**src/rtl/ysyx_front_core.sv**
```systemverilog
// ysyx_front_core: non-overlapped RV32I fetch/decode/execute front end.
// One instruction in flight; the execute result is handed to the LSU over valid/ready.
module ysyx_front_core #(
    parameter int unsigned      WIDTH    = 32,
    parameter logic [WIDTH-1:0] RESET_PC = 32'h8000_0000
) (
    input  logic             clk,
    input  logic             rst,
    input  logic             start,
    output logic [WIDTH-1:0] imem_addr,
    input  logic [WIDTH-1:0] imem_rdata,
    output logic [4:0]       rs1_addr,
    output logic [4:0]       rs2_addr,
    input  logic [WIDTH-1:0] rs1_data,
    input  logic [WIDTH-1:0] rs2_data,
    output logic             exu_valid,
    input  logic             lsu_ready,
    output logic [WIDTH-1:0] exu_pc,
    output logic [WIDTH-1:0] exu_inst,
    output logic [WIDTH-1:0] exu_result,
    output logic [WIDTH-1:0] exu_store_data,
    output logic [4:0]       exu_rd,
    output logic             exu_rd_wen,
    output logic             exu_mem_ren,
    output logic             exu_mem_wen,
    output logic [2:0]       exu_funct3,
    output logic             exu_ebreak,
    output logic             exu_illegal,
    output logic [WIDTH-1:0] inst,
    output logic [WIDTH-1:0] PC
);
    typedef enum logic [1:0] {S_IDLE, S_IF, S_ID, S_EX} state_t;

    localparam logic [6:0] OP_LUI   = 7'h37;
    localparam logic [6:0] OP_AUIPC = 7'h17;
    localparam logic [6:0] OP_JAL   = 7'h6f;
    localparam logic [6:0] OP_JALR  = 7'h67;
    localparam logic [6:0] OP_BR    = 7'h63;
    localparam logic [6:0] OP_LOAD  = 7'h03;
    localparam logic [6:0] OP_STORE = 7'h23;
    localparam logic [6:0] OP_IMM   = 7'h13;
    localparam logic [6:0] OP_REG   = 7'h33;
    localparam logic [6:0] OP_SYS   = 7'h73;

    state_t           state, state_nx;
    logic             boot;
    logic [WIDTH-1:0] pc, inst_q, npc_q;

    logic [6:0]       opcode, f7;
    logic [2:0]       f3;
    logic [WIDTH-1:0] imm_i, imm_s, imm_b, imm_u, imm_j, pc4;
    logic [WIDTH-1:0] op_b, alu_out;
    logic [4:0]       shamt;
    logic             taken, legal, wb, ren, wen, ebreak;
    logic [WIDTH-1:0] d_result, d_npc;

    assign imem_addr = pc;
    assign PC        = pc;
    assign inst      = inst_q;
    assign rs1_addr  = inst_q[19:15];
    assign rs2_addr  = inst_q[24:20];

    assign opcode = inst_q[6:0];
    assign f3     = inst_q[14:12];
    assign f7     = inst_q[31:25];
    assign imm_i  = {{20{inst_q[31]}}, inst_q[31:20]};
    assign imm_s  = {{20{inst_q[31]}}, inst_q[31:25], inst_q[11:7]};
    assign imm_b  = {{20{inst_q[31]}}, inst_q[7], inst_q[30:25], inst_q[11:8], 1'b0};
    assign imm_u  = {inst_q[31:12], 12'b0};
    assign imm_j  = {{12{inst_q[31]}}, inst_q[19:12], inst_q[20], inst_q[30:21], 1'b0};
    assign pc4    = pc + WIDTH'(4);

    always_ff @(posedge clk or posedge rst) begin
        if (rst) state <= S_IDLE;
        else     state <= state_nx;
    end

    always_comb begin
        state_nx = state;
        case (state)
            S_IDLE: if (start || boot) state_nx = S_IF;
            S_IF:   state_nx = S_ID;
            S_ID:   state_nx = S_EX;
            S_EX:   if (lsu_ready) state_nx = S_IDLE;
            default: state_nx = S_IDLE;
        endcase
    end

    always_comb begin
        op_b    = (opcode == OP_REG) ? rs2_data : imm_i;
        shamt   = op_b[4:0];
        alu_out = '0;
        case (f3)
            3'd0: alu_out = (opcode == OP_REG && inst_q[30]) ? rs1_data - op_b : rs1_data + op_b;
            3'd1: alu_out = rs1_data << shamt;
            3'd2: alu_out = WIDTH'($signed(rs1_data) < $signed(op_b));
            3'd3: alu_out = WIDTH'(rs1_data < op_b);
            3'd4: alu_out = rs1_data ^ op_b;
            3'd5: alu_out = inst_q[30] ? WIDTH'($signed(rs1_data) >>> shamt) : rs1_data >> shamt;
            3'd6: alu_out = rs1_data | op_b;
            default: alu_out = rs1_data & op_b;
        endcase
        case (f3)
            3'd0: taken = rs1_data == rs2_data;
            3'd1: taken = rs1_data != rs2_data;
            3'd4: taken = $signed(rs1_data) < $signed(rs2_data);
            3'd5: taken = $signed(rs1_data) >= $signed(rs2_data);
            3'd6: taken = rs1_data < rs2_data;
            3'd7: taken = rs1_data >= rs2_data;
            default: taken = 1'b0;
        endcase
    end

    always_comb begin
        legal    = 1'b1;
        wb       = 1'b0;
        ren      = 1'b0;
        wen      = 1'b0;
        ebreak   = 1'b0;
        d_result = '0;
        d_npc    = pc4;
        case (opcode)
            OP_LUI:   begin wb = 1'b1; d_result = imm_u; end
            OP_AUIPC: begin wb = 1'b1; d_result = pc + imm_u; end
            OP_JAL:   begin wb = 1'b1; d_result = pc4; d_npc = pc + imm_j; end
            OP_JALR: begin
                legal    = (f3 == 3'd0);
                wb       = 1'b1;
                d_result = pc4;
                d_npc    = (rs1_data + imm_i) & ~WIDTH'(1);
            end
            OP_BR: begin
                legal = (f3[2:1] != 2'b01);
                if (taken) d_npc = pc + imm_b;
            end
            OP_LOAD: begin
                legal    = (f3 != 3'd3) && (f3 != 3'd6) && (f3 != 3'd7);
                wb       = 1'b1;
                ren      = 1'b1;
                d_result = rs1_data + imm_i;
            end
            OP_STORE: begin
                legal    = (f3 < 3'd3);
                wen      = 1'b1;
                d_result = rs1_data + imm_s;
            end
            OP_IMM: begin
                if (f3 == 3'd1)      legal = (f7 == 7'h00);
                else if (f3 == 3'd5) legal = (f7 == 7'h00) || (f7 == 7'h20);
                wb       = 1'b1;
                d_result = alu_out;
            end
            OP_REG: begin
                legal    = (f7 == 7'h00) || (f7 == 7'h20 && (f3 == 3'd0 || f3 == 3'd5));
                wb       = 1'b1;
                d_result = alu_out;
            end
            OP_SYS: begin
                legal  = (inst_q == 32'h0010_0073);
                ebreak = legal;
            end
            default: legal = 1'b0;
        endcase
        // An undecodable word must not leak any side effect or redirect.
        if (!legal) begin
            wb       = 1'b0;
            ren      = 1'b0;
            wen      = 1'b0;
            ebreak   = 1'b0;
            d_result = '0;
            d_npc    = pc4;
        end
    end

    always_ff @(posedge clk or posedge rst) begin
        if (rst) begin
            pc             <= RESET_PC;
            boot           <= 1'b1;
            inst_q         <= '0;
            npc_q          <= '0;
            exu_valid      <= 1'b0;
            exu_pc         <= '0;
            exu_inst       <= '0;
            exu_result     <= '0;
            exu_store_data <= '0;
            exu_rd         <= '0;
            exu_rd_wen     <= 1'b0;
            exu_mem_ren    <= 1'b0;
            exu_mem_wen    <= 1'b0;
            exu_funct3     <= '0;
            exu_ebreak     <= 1'b0;
            exu_illegal    <= 1'b0;
        end else begin
            case (state)
                S_IDLE: if (start || boot) boot <= 1'b0;
                S_IF:   inst_q <= imem_rdata;
                S_ID: begin
                    exu_valid      <= 1'b1;
                    exu_pc         <= pc;
                    exu_inst       <= inst_q;
                    exu_result     <= d_result;
                    exu_store_data <= wen ? rs2_data : '0;
                    exu_rd         <= wb ? inst_q[11:7] : 5'd0;
                    exu_rd_wen     <= wb && (inst_q[11:7] != 5'd0);
                    exu_mem_ren    <= ren;
                    exu_mem_wen    <= wen;
                    exu_funct3     <= f3;
                    exu_ebreak     <= ebreak;
                    exu_illegal    <= !legal;
                    npc_q          <= d_npc;
                end
                S_EX: if (lsu_ready) begin
                    exu_valid <= 1'b0;
                    pc        <= npc_q;
                end
                default: ;
            endcase
        end
    end
endmodule

```
**config.mk**
```make
export PLATFORM = sky130hd
export DESIGN_NAME = ysyx_front_core
export DESIGN_NICKNAME = d
export VERILOG_FILES = /design/src/rtl/ysyx_front_core.sv
export SDC_FILE = /design/constraint.sdc
export NUM_CORES = 2
export LEC_CHECK = 0
export CORE_MARGIN = 8
export CORE_UTILIZATION = 35
export CTS_CLUSTER_DIAMETER = 120
export DETAILED_ROUTE_END_ITERATION = 12
export GPL_TIMING_DRIVEN = 1
export PLACE_DENSITY = 0.59
export SETUP_SLACK_MARGIN = 0.3
export SLEW_MARGIN = 30
export SYNTH_ARGS = -nofsm -noshare
export SYNTH_HDL_FRONTEND = slang
export SYNTH_SLANG_ARGS = --single-unit
```
**constraint.sdc**
```tcl
create_clock -name clk -period 24.8 [get_ports clk]
set_input_delay 4.96 -clock clk [delete_from_list [all_inputs] [get_ports clk]]
set_output_delay 4.96 -clock clk [all_outputs]
set_load 0.02 [all_outputs]
```
==> metrics <==
WHS Endpoint=npc_q[0]$_DFFE_PP0P_; cell area power density=161 nW/um^2; row count=103; crit path cell chain=clkdlybuf4s50_1, nand3_2, and2_2, buf_4, inv_4, ha_1, a21o_1, a21oi_1, o21bai_1, a31oi_1, o31ai_1, o31ai_1, o31ai_1, a31oi_1, o22ai_1, xnor2_1, o211ai_1; Congestion Overflow GR=0; synth warn=0; register area share after synthesis=0.214; Synth Area in Compound Gates=0.308; CTS Hold Bufs=0; CP top delay family=compound AO/OA/AOI/OAI gates; Die H=298 microns; worst hold path class=reg -> reg; layout net count=4068; TritonCTS buffer count=34; Ports=348; clk_lat worst skew=0.58 ns; starting density of the core=0.353; WP data arrival=10.13 ns; Leak=14.0 nW; post-synthesis register bit count=238; most used cell, CP=o31ai_1; predominant post-synthesis flop cell=dfrtp_1; Multi-input gate area=20000 sq um; post-CTS sizing=0; syn_area_per_cell=7.81 sq um; CP Launch Type=input port; post-synthesis async set-or-reset flop share=1.00; Slowest-stage cell, CP=o31ai_1; pin count of the biggest net entering global routing=141; Vias per Instance=6.40; number of distinct library cells after synthesis=110; wire length of the first global-routing pass=209000 microns; status=completed; DRC viols=0; final WL=144000 microns; Fin. Hold Viols=0; CTS tree=yes; Reg area=5960 sq um; CP peak stage delay=0.73 ns; GRT Overall Usage=0.308; CP max FO=62; worst reg2reg startpoint=inst[4]$_DFFE_PP0N_; clk sinks=238; clock buffer depth=3; final setup violation count=0; Area after DPL=32100 sq um; Simple-Gate Fraction of Synth Area=0.167; minimum clock period=9.70 ns; port bufs=347; CTS clock-pin slew for the worst setup and hold paths=0.06 ns; Final HPWL DP=110000 microns; unrepaired setup endpoints after global routing=false; worst hold path startpoint=npc_q[0]$_DFFE_PP0P_; root cell of the clock tree=clkbuf_16; Peak VDD IR=118 uV; Adder-Cell Fraction of Synth Area=0.103; WS Path Type=in -> reg; die width=298 microns; Worst Path Buf+Inv=3; Total Die Area=88800 sq um; Final WS setup=15.10 ns; reg2reg end=exu_result[30]$_DFFE_PP0P_; initial DRC count=4072; initial antenna violation count=10; fraction of layout instances using a drive strength above 1=0.0908; crit end category=flip-flop; worst hold stages=1; commonest non-fill, non-tap cells in the layout=clkdlybuf4s50_1, a21oi_1, nand2_1; main combinational cell family by area after synthesis=compound AO/OA/AOI/OAI gates; skew final=0.0235 ns; dpl cells=4757; DR vias=30.9k; FILL cells=8146; DRT Pass-1 Iters=8; fin. max-slew vios=0; Post-CTS Setup Repair Bufs=0; Slew @ Worst Pin=1.09 ns; Synth-to-Final Area Change=19.2%; Place WS=14.66 ns; Post-Synth XOR/XNOR Area=0.0535; Max Freq=0.103 GHz; Final Cell Area=33200 sq um; Max-cap violations=0; FF-to-FF setup slack=18.19 ns; EDFF count, synth=0; total negative setup slack=0 ns; commonest non-fill, non-tap cell in the layout=clkdlybuf4s50_1; mapped cell area=27800 sq um; Antenna Nets Post-Route=0; wire per inst=29.9 microns; Mapped Cells=3566; Post-Layout Cell Count=4825; post-synth net total=3891; H-tree levels=2; depth of the worst register-to-register path=17; Pwr Total=5.34 mW; Worst Path Required=25.23 ns; vias in the first global route=29.6k; mux cell area share after synthesis=0.0829; Placer Congestion=1.04; core area=78900 sq um; Slew HR=0.262; period utilization=0.391
==> per-stage QoR <==
stage	hold slack, ns	utilization
finish	0.484	0.421
global route	0.502	0.420
CTS	0.488	0.420
detailed placement	0.476	0.406
global placement	0.462	0.406
floorplan	0.449	-
==> Yosys cell counts, types with 23 or more instances <==
cell        n  share of area
o21bai_1   28         0.0076
buf_4      52          0.014
xor2_1     58          0.018
a22o_1     59          0.019
or3_1      24         0.0054
nand3_1    72          0.013
mux2i_1    82          0.029
nor2b_1    23         0.0052
and3_1     32         0.0072
xnor2_1   112          0.035
o211ai_1   43          0.012
o21ai_0   251          0.045
dfrtp_1   236           0.21
nor3_1    126          0.023
o22ai_1    33         0.0074
a31oi_1    58          0.013
nand4_1    42         0.0094
clkbuf_1  177          0.024
a21o_1    114          0.031
buf_2      35         0.0063
a21oi_1   338          0.061
nand2_1   253          0.034
ha_1      219          0.098
nand2b_1   46          0.010
inv_1     176          0.024
o31ai_1    35         0.0094
o221ai_1   42          0.013
a221oi_1   25         0.0079
a211oi_1   55          0.015
mux2_2    130          0.053
nor2_1    250          0.034
==> per-layer routing <==
metal  global-route usage  vias up  share of wire
met2                0.450     1893           0.41
met5                    0        -       0.000069
met1                0.417    15000           0.42
li1                     -    13600              -
met3               0.0830      404           0.11
met4                0.147        2          0.055
==> area by class of cell <==
| class | count | area share |
|---|---|---|
| Clock buffer | 47 | 0.0292 |
| Multi-Input combinational cell | 2861 | 0.602 |
| Tap cell | 1050 | 0.0396 |
| Clock inverter | 12 | 0.00400 |
| Inverter | 180 | 0.0207 |
| Timing Repair Buffer | 428 | 0.124 |
| Sequential cell | 238 | 0.180 |
| Antenna cell | 9 | 0.000679 |
==> sequential cells by signal, summed over array words and instances (netlist names), 2 cells and up <==
register and cells:
exu_result 32, exu_rd 5, PC 32, exu_inst 32, inst 32, exu_pc 32, exu_store_data 32, state 2
npc_q 32
==> cell families (layout without fill, tap and decap cells) <==
logic type      count (synthesis)  after routing
compound gates               1294           1294
xor+xnor                      170            170
fa+ha+maj                     225            225
buf+inv                       467            667
flops                         238            238
mux                           214            214
other cells                     0              9
simple gates                  958            958
==> worst max path at each step <==
| stage | from | cells after the start | slack [ns] | to |
|---|---|---|---|---|
| final | rs2_data[2] | 17 | 15.10 | exu_result[30]$_DFFE_PP0P_ |
| after global routing | rs2_data[2] | 17 | 14.86 | exu_result[30]$_DFFE_PP0P_ |
| after CTS | rs2_data[2] | 17 | 15.23 | exu_result[30]$_DFFE_PP0P_ |
| after detailed placement | rs2_data[2] | 17 | 14.66 | exu_result[30]$_DFFE_PP0P_ |
| after global placement | rs2_data[2] | 17 | 14.70 | exu_result[30]$_DFFE_PP0P_ |
| after floorplan | rst | 1 | 13.31 | PC[0]$_DFFE_PP0P_ |
==> report_power, final <==
part | switching [mW] | total [mW] | internal [mW]
Clock | 0.216 | 0.494 | 0.278
Sequential | 0.206 | 0.721 | 0.514
Combinational | 2.64 | 4.12 | 1.48
Total | 3.07 | 5.34 | 2.27
No activity file was read; power rests on OpenSTA's default activity.
